==> config.mk <==
export PLATFORM = sky130hd
export DESIGN_NAME = alu_seq
export DESIGN_NICKNAME = d
export VERILOG_FILES = /design/src/rtl/alu_seq.sv
export SDC_FILE = /design/constraint.sdc
export NUM_CORES = 1
export LEC_CHECK = 0
export ABC_AREA = 1
export BUFFER_PORTS_ARGS = -buffer_cell sky130_fd_sc_hd__buf_4
export CAP_MARGIN = 20
export CORE_ASPECT_RATIO = 1.4
export CORE_UTILIZATION = 45
export CTS_CLUSTER_DIAMETER = 80
export CTS_CLUSTER_SIZE = 14
export DETAILED_ROUTE_END_ITERATION = 7
export PLACE_DENSITY = 0.65
export SLEW_MARGIN = 5
export SYNTH_ARGS = -nofsm -noshare
export SYNTH_HDL_FRONTEND = slang
export SYNTH_SLANG_ARGS = --single-unit
==> constraint.sdc <==
create_clock -name clk_i -period 6.58 [get_ports clk_i]
set_input_delay 1.316 -clock clk_i [delete_from_list [all_inputs] [get_ports clk_i]]
set_output_delay 1.316 -clock clk_i [all_outputs]
set_load 0.05 [all_outputs]
==> src/rtl/alu_seq.sv <==
// alu_seq: sequential ALU with valid/ready handshakes on both sides.
// Single-cycle ops (FWD/ADD/AND/OR/SUB) complete on the accept edge.
// MUL runs a shift-add multiplier for WIDTH cycles. SLL/SRA shift one
// bit per cycle. Results and flags are registered and held until the
// consumer takes them.
//
// Ports:
//   clk_i        rising-edge clock
//   reset_n_i    asynchronous active-low reset
//   data1_i      operand A
//   data2_i      operand B; low log2(WIDTH) bits are the shift amount
//   select_i     opcode: 000 FWD, 001 ADD, 010 AND, 011 OR,
//                        100 SUB, 101 MUL, 110 SLL, 111 SRA
//   in_valid_i   operands/opcode valid
//   in_ready_o   block can accept an operation
//   result_o     registered result
//   zero_o       result equals zero
//   carry_o      carry / borrow / last shift-out / multiply overflow
//   overflow_o   two's-complement overflow (ADD/SUB only)
//   out_valid_o  result and flags valid
//   out_ready_i  consumer accepts result
module alu_seq #(
    parameter int unsigned WIDTH  = 8,
    parameter int unsigned MUL_EN = 1
) (
    input  logic             clk_i,
    input  logic             reset_n_i,
    input  logic [WIDTH-1:0] data1_i,
    input  logic [WIDTH-1:0] data2_i,
    input  logic [2:0]       select_i,
    input  logic             in_valid_i,
    output logic             in_ready_o,
    output logic [WIDTH-1:0] result_o,
    output logic             zero_o,
    output logic             carry_o,
    output logic             overflow_o,
    output logic             out_valid_o,
    input  logic             out_ready_i
);

    localparam int unsigned SHW   = $clog2(WIDTH);
    localparam int unsigned CNT_W = SHW + 1;
    localparam int unsigned PW    = 2 * WIDTH;

    localparam logic [2:0] OP_FWD = 3'b000;
    localparam logic [2:0] OP_ADD = 3'b001;
    localparam logic [2:0] OP_AND = 3'b010;
    localparam logic [2:0] OP_OR  = 3'b011;
    localparam logic [2:0] OP_SUB = 3'b100;
    localparam logic [2:0] OP_MUL = 3'b101;
    localparam logic [2:0] OP_SLL = 3'b110;
    localparam logic [2:0] OP_SRA = 3'b111;

    typedef enum logic [1:0] {
        IDLE = 2'd0,
        ITER = 2'd1,
        HOLD = 2'd2
    } state_e;

    state_e           state_q, state_d;
    logic [2:0]       op_q, op_d;
    logic [PW-1:0]    work_q, work_d;
    logic [WIDTH-1:0] mcand_q, mcand_d;
    logic [CNT_W-1:0] cnt_q, cnt_d;
    logic [WIDTH-1:0] result_q, result_d;
    logic             zero_q, zero_d;
    logic             carry_q, carry_d;
    logic             ovf_q, ovf_d;
    logic             out_valid_q, out_valid_d;
    logic             live_q;

    logic             accept_c;
    logic [WIDTH:0]   add_c;
    logic [WIDTH:0]   sub_c;
    logic             add_ovf_c;
    logic             sub_ovf_c;
    logic [SHW-1:0]   shamt_c;

    logic [WIDTH:0]   mul_sum_c;
    logic [PW-1:0]    mul_next_c;
    logic [WIDTH-1:0] sll_next_c;
    logic [WIDTH-1:0] sra_next_c;

    logic             fin_c;
    logic [WIDTH-1:0] fin_res_c;
    logic             fin_carry_c;
    logic             fin_ovf_c;

    // live_q holds in_ready low until the first edge after reset release
    assign in_ready_o = live_q &&
                        ((state_q == IDLE) || ((state_q == HOLD) && out_ready_i));
    assign accept_c   = in_valid_i && in_ready_o;

    // Single-cycle arithmetic on the live operands
    assign add_c     = {1'b0, data1_i} + {1'b0, data2_i};
    assign sub_c     = {1'b0, data1_i} - {1'b0, data2_i};
    assign add_ovf_c = (data1_i[WIDTH-1] == data2_i[WIDTH-1]) &&
                       (add_c[WIDTH-1] != data1_i[WIDTH-1]);
    assign sub_ovf_c = (data1_i[WIDTH-1] != data2_i[WIDTH-1]) &&
                       (sub_c[WIDTH-1] != data1_i[WIDTH-1]);
    assign shamt_c   = data2_i[SHW-1:0];

    // One iteration step. For MUL, work_q = {partial high, remaining multiplier}
    // and the low bit selects whether the multiplicand is added before shifting.
    assign mul_sum_c  = {1'b0, work_q[PW-1:WIDTH]} +
                        (work_q[0] ? {1'b0, mcand_q} : '0);
    assign mul_next_c = {mul_sum_c, work_q[WIDTH-1:1]};
    assign sll_next_c = {work_q[WIDTH-2:0], 1'b0};
    assign sra_next_c = {work_q[WIDTH-1], work_q[WIDTH-1:1]};

    // Next-state and datapath control
    always_comb begin
        state_d     = state_q;
        op_d        = op_q;
        work_d      = work_q;
        mcand_d     = mcand_q;
        cnt_d       = cnt_q;
        result_d    = result_q;
        zero_d      = zero_q;
        carry_d     = carry_q;
        ovf_d       = ovf_q;
        out_valid_d = out_valid_q;
        fin_c       = 1'b0;
        fin_res_c   = '0;
        fin_carry_c = 1'b0;
        fin_ovf_c   = 1'b0;

        unique case (state_q)
            ITER: begin
                cnt_d = cnt_q - CNT_W'(1);
                unique case (op_q)
                    OP_SLL: begin
                        work_d      = {work_q[PW-1:WIDTH], sll_next_c};
                        fin_res_c   = sll_next_c;
                        fin_carry_c = work_q[WIDTH-1];
                    end
                    OP_SRA: begin
                        work_d      = {work_q[PW-1:WIDTH], sra_next_c};
                        fin_res_c   = sra_next_c;
                        fin_carry_c = work_q[0];
                    end
                    default: begin
                        work_d      = mul_next_c;
                        fin_res_c   = mul_next_c[WIDTH-1:0];
                        fin_carry_c = |mul_next_c[PW-1:WIDTH];
                    end
                endcase
                fin_c = (cnt_q == CNT_W'(1));
            end
            HOLD: begin
                if (out_ready_i) begin
                    state_d     = IDLE;
                    out_valid_d = 1'b0;
                end
            end
            default: begin
            end
        endcase

        // Accept may coincide with retiring a HOLD result
        if (accept_c) begin
            op_d    = select_i;
            mcand_d = data1_i;
            cnt_d   = '0;
            unique case (select_i)
                OP_FWD: begin
                    fin_c     = 1'b1;
                    fin_res_c = data2_i;
                end
                OP_ADD: begin
                    fin_c       = 1'b1;
                    fin_res_c   = add_c[WIDTH-1:0];
                    fin_carry_c = add_c[WIDTH];
                    fin_ovf_c   = add_ovf_c;
                end
                OP_AND: begin
                    fin_c     = 1'b1;
                    fin_res_c = data1_i & data2_i;
                end
                OP_OR: begin
                    fin_c     = 1'b1;
                    fin_res_c = data1_i | data2_i;
                end
                OP_SUB: begin
                    fin_c       = 1'b1;
                    fin_res_c   = sub_c[WIDTH-1:0];
                    fin_carry_c = sub_c[WIDTH];
                    fin_ovf_c   = sub_ovf_c;
                end
                OP_MUL: begin
                    if (MUL_EN != 0) begin
                        state_d     = ITER;
                        out_valid_d = 1'b0;
                        cnt_d       = CNT_W'(WIDTH);
                        work_d      = {{WIDTH{1'b0}}, data2_i};
                    end else begin
                        fin_c = 1'b1;
                    end
                end
                default: begin
                    // SLL / SRA; a zero amount completes immediately
                    if (shamt_c == '0) begin
                        fin_c     = 1'b1;
                        fin_res_c = data1_i;
                    end else begin
                        state_d     = ITER;
                        out_valid_d = 1'b0;
                        cnt_d       = CNT_W'(shamt_c);
                        work_d      = {{WIDTH{1'b0}}, data1_i};
                    end
                end
            endcase
        end

        // The only place the visible result registers are loaded
        if (fin_c) begin
            state_d     = HOLD;
            result_d    = fin_res_c;
            zero_d      = (fin_res_c == '0);
            carry_d     = fin_carry_c;
            ovf_d       = fin_ovf_c;
            out_valid_d = 1'b1;
        end
    end

    // State and datapath registers
    always_ff @(posedge clk_i or negedge reset_n_i) begin
        if (!reset_n_i) begin
            state_q     <= IDLE;
            op_q        <= '0;
            work_q      <= '0;
            mcand_q     <= '0;
            cnt_q       <= '0;
            result_q    <= '0;
            zero_q      <= 1'b0;
            carry_q     <= 1'b0;
            ovf_q       <= 1'b0;
            out_valid_q <= 1'b0;
            live_q      <= 1'b0;
        end else begin
            state_q     <= state_d;
            op_q        <= op_d;
            work_q      <= work_d;
            mcand_q     <= mcand_d;
            cnt_q       <= cnt_d;
            result_q    <= result_d;
            zero_q      <= zero_d;
            carry_q     <= carry_d;
            ovf_q       <= ovf_d;
            out_valid_q <= out_valid_d;
            live_q      <= 1'b1;
        end
    end

    assign result_o    = result_q;
    assign zero_o      = zero_q;
    assign carry_o     = carry_q;
    assign overflow_o  = ovf_q;
    assign out_valid_o = out_valid_q;

endmodule

==> results.py, run 1 <==
metrics = {
    "die": {
        "io-pin-count": 36,
        "initial_core_util_pct": 46.98,
        "rows": 40,
        "standard_cell_core_area_um2": 8658,
        "die_h_um": 114.5,
        "floorplan.die.width_um": 82.35,
        "die-area_um2": 9429,
    },
    "synthesis": {
        "synth-seq-cells": 46,
        "synthArstFlopShare_pct": 100.0,
        "netlist_area_before_placement_um2": 4068,
        "complex_gate_fraction_of_the_synthesized_area_pct": 15.32,
        "netlist-cell-type-count": 37,
        "synth_warnings": 0,
        "yosys-mux-area-fraction_pct": 0,
        "synth-xor-area-share_pct": 1.938,
        "synth-simple-area-share_pct": 31.47,
        "syn-num-nets": 674,
        "synth_adder_area_share_pct": 11.93,
        "synth_sequential_area_ratio_pct": 28.30,
        "synth_flop_cell": "sky130_fd_sc_hd__dfrtp_1",
        "synth_edf_count": 0,
        "syn-mean-instance-area_um2": 6.625,
        "combinational_family_with_the_most_area_after_synthesis": "simple AND/OR/NAND/NOR gates",
        "syn_inst": 614,
    },
    "sta": {
        "max_slew_violations": 0,
        "fin_crit_ps": 3455,
        "tightest_pin_transition_ps": 838.1,
        "timing.setup.tns_ps": 0,
        "post-route-worst-setup-slack_ps": 3125,
        "finalSetupViolCount": 0,
        "relSlewSlack_pct": 43.70,
        "max_freq_mhz": 289.5,
        "rsz0062_at_grt": "no",
        "final_min_period_over_clock_period_pct": 52.50,
        "final-hold-violation-count": 0,
        "clock-skew-final_ps": 5.037,
    },
    "global_route": {
        "met3_usage_pct": 2.629,
        "grt_first_pass_wirelength_um": 18780,
        "groute.usage.overall_pct": 26.35,
        "maximum_number_of_pins_on_one_net_before_global_route_repair": 47,
        "grt_pass1_vias": 3874,
        "global_route.usage.met2_pct": 45.34,
        "grt.overflow.total": 0,
        "number_of_antenna_violations_at_the_first_check_in_global_routing": 0,
        "grt.busiest_layer": "met2",
        "grt_util_met1_pct": 32.92,
    },
    "cts": {
        "cts_buffer_count": 5,
        "cts_root_buf": "sky130_fd_sc_hd__clkbuf_16",
        "cts_repair_resize_count": 0,
        "cts-htree-levels": 2,
        "clock_tree_from_tritoncts": "yes",
        "cts.hold.buffers_added": 0,
        "post-cts-setup-buffers": 0,
        "number_of_sinks_on_the_clock_net": 46,
        "clock_path_buffers": 2,
        "insertion_delay_ps": 300,
        "worst_setup_hold_path_clk_slew_ps": 60,
    },
    "worst_hold_path": {
        "worst_hold_path_type": "reg -> reg",
    },
    "placement": {
        "dp_slack_ps": 2849,
        "dpl.hpwl_um": 9142,
        "finalWeightedCongestion": 0.8819,
        "placement.io_buffers": 35,
        "placed_cell_area_um2": 4354,
    },
    "worst_setup_path": {
        "cp_max_fo": 39,
        "setup.worst_path.start_class": "primary input",
        "worst-r2r-setup-slack_ps": 3820,
        "worstPathArrival_ps": 3620,
        "critical_path_endpoint_category": "flop",
        "setup.worst_path.class": "in -> reg",
        "required_ps": 6740,
    },
    "route": {
        "route.vias.total": 4007,
        "drtIter0Drc": 281,
        "routed_via_density": 5.408,
        "drt-wirelength-per-cell_um": 15.22,
        "drt_first_pass_iters": 5,
        "post-route-drc-count": 0,
        "drt_wl_total_um": 11280,
        "drt.antenna.violating_nets": 0,
    },
    "pwr": {
        "power_frac_comb_pct": 53.3,
        "pwr-share-seq_pct": 31.0,
        "power_leakage_nw": 2.457,
        "power.internal_mw": 0.8558,
        "vdd_ir_drop_max_mv": 0.2278,
        "p_clk_share_pct": 15.7,
        "p_switching_mw": 0.8038,
        "netSwitchingFraction_pct": 48.44,
        "power.density_cell_area_nw_per_um2": 368.4,
    },
    "finish": {
        "utilization_pct": 52.02,
        "drive_above_1_share_pct": 9.591,
        "diodes_inserted": 0,
        "syn2layout_area_growth_pct": 10.74,
        "finalNetCount": 695,
        "fill_cells": 892,
        "stdcell_area_um2": 4504,
    },
    "job": {
        "drv_cap": 0,
    },
    "run_status": {
        "status": "finished, final reports clean",
    },
}
==> layout make-up <==
| type | instances | area [µm²] | share of cell area (%) |
|---|---|---|---|
| multi-input cells | 458 | 2471 | 54.86 |
| clock inverters | 3 | 25.02 | 0.5556 |
| well taps | 105 | 131.4 | 2.917 |
| clock buffers | 5 | 125.1 | 2.778 |
| repair buffers | 36 | 270.3 | 6.000 |
| inverters | 88 | 330.3 | 7.333 |
| flip-flops and latches | 46 | 1151 | 25.56 |
==> sequential cells by signal, indices dropped and copies added (netlist names), 2 cells and up <==
register	flops
work_q	16
mcand_q	8
op_q	3
result_o	8
cnt_q	4
state_q	2
==> cell usage in the layout (no fill, tap or decap), types with 2 or more instances in the layout <==
master / count
sky130_fd_sc_hd__nand2_1: 158
sky130_fd_sc_hd__inv_1: 84
sky130_fd_sc_hd__o21ai_0: 55
sky130_fd_sc_hd__nor2_1: 53
sky130_fd_sc_hd__nand3_1: 51
sky130_fd_sc_hd__dfrtp_1: 46
sky130_fd_sc_hd__buf_4: 36
sky130_fd_sc_hd__ha_1: 34
sky130_fd_sc_hd__a21oi_1: 30
sky130_fd_sc_hd__nand4_1: 17
sky130_fd_sc_hd__o21ai_1: 8
sky130_fd_sc_hd__or2_2: 5
sky130_fd_sc_hd__xor2_1: 5
sky130_fd_sc_hd__o211ai_1: 5
sky130_fd_sc_hd__clkbuf_16: 5
sky130_fd_sc_hd__nand2_2: 4
sky130_fd_sc_hd__inv_2: 4
sky130_fd_sc_hd__xnor2_1: 4
sky130_fd_sc_hd__nor3_1: 4
sky130_fd_sc_hd__fa_1: 3
sky130_fd_sc_hd__nand3_2: 2
sky130_fd_sc_hd__o21a_1: 2
sky130_fd_sc_hd__a21boi_0: 2
sky130_fd_sc_hd__o31ai_1: 2
sky130_fd_sc_hd__o221ai_1: 2
sky130_fd_sc_hd__o21bai_1: 2
sky130_fd_sc_hd__o22ai_1: 2
==> cell usage after synthesis, types with 4 or more instances <==
cell	count	area (µm²)
sky130_fd_sc_hd__dfrtp_1	46	1151
sky130_fd_sc_hd__xor2_1	5	43.79
sky130_fd_sc_hd__nand2_2	4	25.02
sky130_fd_sc_hd__o211ai_1	5	37.54
sky130_fd_sc_hd__ha_1	34	425.4
sky130_fd_sc_hd__xnor2_1	4	35.03
sky130_fd_sc_hd__nand3_1	51	255.2
sky130_fd_sc_hd__nor2_1	53	198.9
sky130_fd_sc_hd__nand2_1	158	593.1
sky130_fd_sc_hd__buf_2	17	85.08
sky130_fd_sc_hd__nor3_1	4	20.02
sky130_fd_sc_hd__inv_2	4	15.01
sky130_fd_sc_hd__o21ai_0	55	275.3
sky130_fd_sc_hd__inv_1	84	315.3
sky130_fd_sc_hd__o21ai_1	8	40.04
sky130_fd_sc_hd__or2_2	5	31.28
sky130_fd_sc_hd__a21oi_1	30	150.1
sky130_fd_sc_hd__nand4_1	17	106.4
==> layer usage <==
layer	wire length, µm	vias to the layer above
met5	0	-
met4	377	0
met3	319	19
met2	5660	93
met1	4920	1868
li1	-	2027
==> critical path, cell delays in order <==
cell,delay (ps)
sky130_fd_sc_hd__buf_4,80
sky130_fd_sc_hd__inv_1,40
sky130_fd_sc_hd__a21oi_1,150
sky130_fd_sc_hd__and2_1,190
sky130_fd_sc_hd__nand2_2,390
sky130_fd_sc_hd__nor2_1,750
sky130_fd_sc_hd__inv_1,440
sky130_fd_sc_hd__o21ai_0,190
sky130_fd_sc_hd__a21oi_1,60
==> per-stage QoR <==
step / hold WS, ps / instances / total power [mW]
global route: 509.4 / 741 / 1.805
floorplan: 452.9 / 614 / 1.169
detailed placement: 472.7 / 733 / 1.397
global placement: 473.4 / 733 / 1.377
CTS: 489.5 / 741 / 1.663
finish: 483.3 / 741 / 1.660
==> kinds of logic (layout without fill, tap and decap cells) <==
family                     Yosys count  count (layout)
and+or+nand+nor                    297             297
AOI/OAI and AO/OA                  114             114
buffers and inverters              110             132
DFF                                 46              46
adders and majority gates           37              37
xor gates and xnor gates             9               9
other                                1               1
==> path summary, 6_finish.rpt <==
check / start / to / depth (start not counted)
worst max-delay path: out_ready_i / work_q[11] / 9
worst min-delay path: mcand_q[3] / mcand_q[3] / 2
worst max register to register: state_q[0] / work_q[11] / 7
worst min register to register: mcand_q[3] / mcand_q[3] / 2
max in group asynchronous: reset_n_i / result_o[1] / 1
min in group asynchronous: reset_n_i / mcand_q[5] / 1
==> power by group through the flow <==
stage,combinational (mW),clock [mW],sequential (mW)
finish,0.884,0.261,0.515
global route,0.997,0.274,0.533
CTS,0.884,0.266,0.513
detailed placement,0.880,0,0.518
global placement,0.863,0,0.514
floorplan,0.592,0,0.577
Note: power is estimated with default switching activity, not from simulation.
==> run 2: changes to the inputs <==
--- a/config.mk
+++ b/config.mk
@@ -13,7 +13,7 @@
 export CTS_CLUSTER_DIAMETER = 80
 export CTS_CLUSTER_SIZE = 14
 export DETAILED_ROUTE_END_ITERATION = 7
-export PLACE_DENSITY = 0.65
+export PLACE_DENSITY = 0.67
 export SLEW_MARGIN = 5
 export SYNTH_ARGS = -nofsm -noshare
 export SYNTH_HDL_FRONTEND = slang
==> constraint.sdc (replaced) <==
create_clock -name clk_i -period 3 [get_ports clk_i]
set_input_delay 0.6 -clock clk_i [delete_from_list [all_inputs] [get_ports clk_i]]
set_output_delay 0.6 -clock clk_i [all_outputs]
set_load 0.05 [all_outputs]
==> run 2 against run 1 <==
Compared with the run above:
- first-iteration DRC count increased by 53%
- combinational power increased by 130%
- count of clock-buffer cells in the layout is the same
- flip-flop and latch count is the same
- cell count increased by 0.94%
- design area increased by 1.2%
- clock power up 110%
- sequential power is 120% higher
==> results.py, run 2 (synthesis gave the netlist of run 1 again) <==
metrics = {
    "worst_setup_path": {
        "setup.worst_path.start_class": "primary input",
        "rr_worst_depth": 9,
        "critical_path_endpoint_category": "flop",
        "rr_endpoint": "carry_o",
        "worst-r2r-setup-slack_ps": 720,
        "rr_startpoint": "state_q[1]",
        "worstPathArrival_ps": 2690,
        "required_ps": 3230,
        "setup.worst_path.class": "in -> reg",
        "cp_max_fo": 8,
    },
    "cts": {
        "worst_setup_hold_path_clk_slew_ps": 70,
        "clock_tree_from_tritoncts": "yes",
        "insertion_delay_ps": 290,
        "number_of_sinks_on_the_clock_net": 46,
        "cts_buffer_count": 5,
        "cts_repair_resize_count": 0,
        "cts-htree-levels": 2,
        "cts.hold.buffers_added": 0,
        "post-cts-setup-buffers": 0,
        "clock_path_buffers": 2,
        "cts_root_buf": "sky130_fd_sc_hd__clkbuf_16",
    },
    "placement": {
        "dpl.hpwl_um": 9647,
        "finalWeightedCongestion": 0.9937,
        "placement.io_buffers": 35,
    },
    "sta": {
        "final-hold-violation-count": 0,
        "fin_crit_ps": 2463,
        "worst_hold_slack_after_final_layout_ps": 316.4,
        "rsz0062_at_grt": "no",
        "max_freq_mhz": 405.9,
        "clock-skew-final_ps": 7.091,
        "tightest_pin_transition_ps": 594.8,
        "final_min_period_over_clock_period_pct": 82.11,
        "timing.setup.tns_ps": 0,
        "finalSetupViolCount": 0,
        "relSlewSlack_pct": 60.35,
        "max_slew_violations": 0,
    },
    "pwr": {
        "power_leakage_nw": 2.491,
        "p_clk_share_pct": 15.1,
        "p_switching_mw": 1.791,
        "netSwitchingFraction_pct": 48.53,
        "power.internal_mw": 1.900,
        "power.density_cell_area_nw_per_um2": 810.1,
        "vdd_ir_drop_max_mv": 0.5003,
        "power_frac_comb_pct": 54.7,
        "pwr-share-seq_pct": 30.2,
    },
    "global_route": {
        "grt_first_pass_wirelength_um": 19770,
        "number_of_antenna_violations_at_the_first_check_in_global_routing": 0,
        "groute.usage.overall_pct": 27.69,
        "grt_pass1_vias": 4091,
        "maximum_number_of_pins_on_one_net_before_global_route_repair": 47,
        "grt.overflow.total": 0,
    },
    "route": {
        "m1WireLength_um": 4877,
        "drtIter0Drc": 429,
        "post-route-drc-count": 0,
        "routed_via_density": 5.615,
        "route.vias.total": 4200,
        "drt_first_pass_iters": 5,
        "routed_met3_length_um": 592,
        "highest-signal-layer": "met4",
        "dr_wl_met2_um": 6211,
        "drt_wl_total_um": 12130,
        "drt.antenna.violating_nets": 0,
        "drt-wirelength-per-cell_um": 16.22,
    },
    "die": {
        "rows": 40,
        "die_h_um": 114.5,
        "standard_cell_core_area_um2": 8658,
        "io-pin-count": 36,
        "floorplan.die.width_um": 82.35,
        "die-area_um2": 9429,
        "initial_core_util_pct": 46.98,
    },
    "job": {
        "drv_cap": 0,
    },
    "finish": {
        "largest_reg_flops": 16,
        "highest_count_cells_in_the_layout_ignoring_fill_and_taps": "sky130_fd_sc_hd__nand2_1 (158), sky130_fd_sc_hd__inv_1 (84), sky130_fd_sc_hd__o21ai_0 (55), sky130_fd_sc_hd__nor2_1 (53), sky130_fd_sc_hd__nand3_1 (51)",
        "top_register": "work_q",
        "fill_cells": 872,
        "commonest_non_fill_non_tap_cell_in_the_layout": "sky130_fd_sc_hd__nand2_1",
        "syn2layout_area_growth_pct": 12.03,
        "drive_above_1_share_pct": 10.58,
        "diodes_inserted": 0,
        "finalNetCount": 702,
    },
    "worst_hold_path": {
        "worst_hold_path_type": "in -> async",
    },
    "run_status": {
        "status": "finished, final reports clean",
    },
}
==> run 2: changes by cell type in the layout (fill, tap and decap cells not counted) <==
cell	previous run	this run
sky130_fd_sc_hd__buf_4	36	43
==> run 2: worst max path at each step <==
stage	start	endpoint	cells past startpoint	slack [ps]
2_1_floorplan	out_ready_i	overflow_o	10	820
3_3_place_gp	data2_i[2]	zero_o	13	320
3_5_place_dp	data2_i[2]	zero_o	13	330
4_1_cts	data2_i[2]	zero_o	13	620
5_1_grt	data2_i[2]	zero_o	13	370
6_report	data2_i[2]	zero_o	13	540
==> run 2: power by group through the flow <==
stage / Sequential (mW) / Combinational, mW / Clock, mW
2_1_floorplan: 1.27 / 1.30 / 0
3_3_place_gp: 1.11 / 1.97 / 0
3_5_place_dp: 1.12 / 2.00 / 0
4_1_cts: 1.11 / 2.01 / 0.575
5_1_grt: 1.15 / 2.25 / 0.599
6_report: 1.11 / 2.02 / 0.559
==> run 2: worst max-delay path: stages <==
cell and delay [ps]:
sky130_fd_sc_hd__buf_4 90, sky130_fd_sc_hd__inv_1 100, sky130_fd_sc_hd__ha_1 470, sky130_fd_sc_hd__inv_1 110, sky130_fd_sc_hd__a21oi_1 200, sky130_fd_sc_hd__nand3_1 120, sky130_fd_sc_hd__nand3_1 100, sky130_fd_sc_hd__nand4_1 110
sky130_fd_sc_hd__o21ai_0 400, sky130_fd_sc_hd__nand2_1 90, sky130_fd_sc_hd__nor2_1 140, sky130_fd_sc_hd__nand3_1 90, sky130_fd_sc_hd__nand2_1 60
==> run 2: stage by stage <==
step	setup slack [ps]	util (%)	cell area, µm²	power (mW)	cells
after floorplan	823.8	-	4068	2.563	614
after global placement	324.2	50.90	4407	3.085	740
after detailed placement	334.8	50.90	4407	3.119	740
after CTS	622.5	52.63	4557	3.695	748
after global routing	367.7	52.63	4557	4.000	748
final	536.6	52.63	4557	3.692	748
==> run 2: layer usage <==
layer  global-route usage [%]  vias up
li1                         -     2043
met1                    33.07     1973
met2                    48.43      152
met3                    2.390       32
met4                    13.68        0
met5                        0        -
==> run 2: area by class of cell <==
| type | instances | area (µm²) | share of cell area, % |
|---|---|---|---|
| repair buffers | 43 | 322.8 | 7.084 |
| multi-input cells | 458 | 2471 | 54.23 |
| well taps | 105 | 131.4 | 2.883 |
| inverters | 88 | 330.3 | 7.249 |
| clock inverters | 3 | 25.02 | 0.5491 |
| clock buffers | 5 | 125.1 | 2.746 |
| flip-flops and latches | 46 | 1151 | 25.26 |
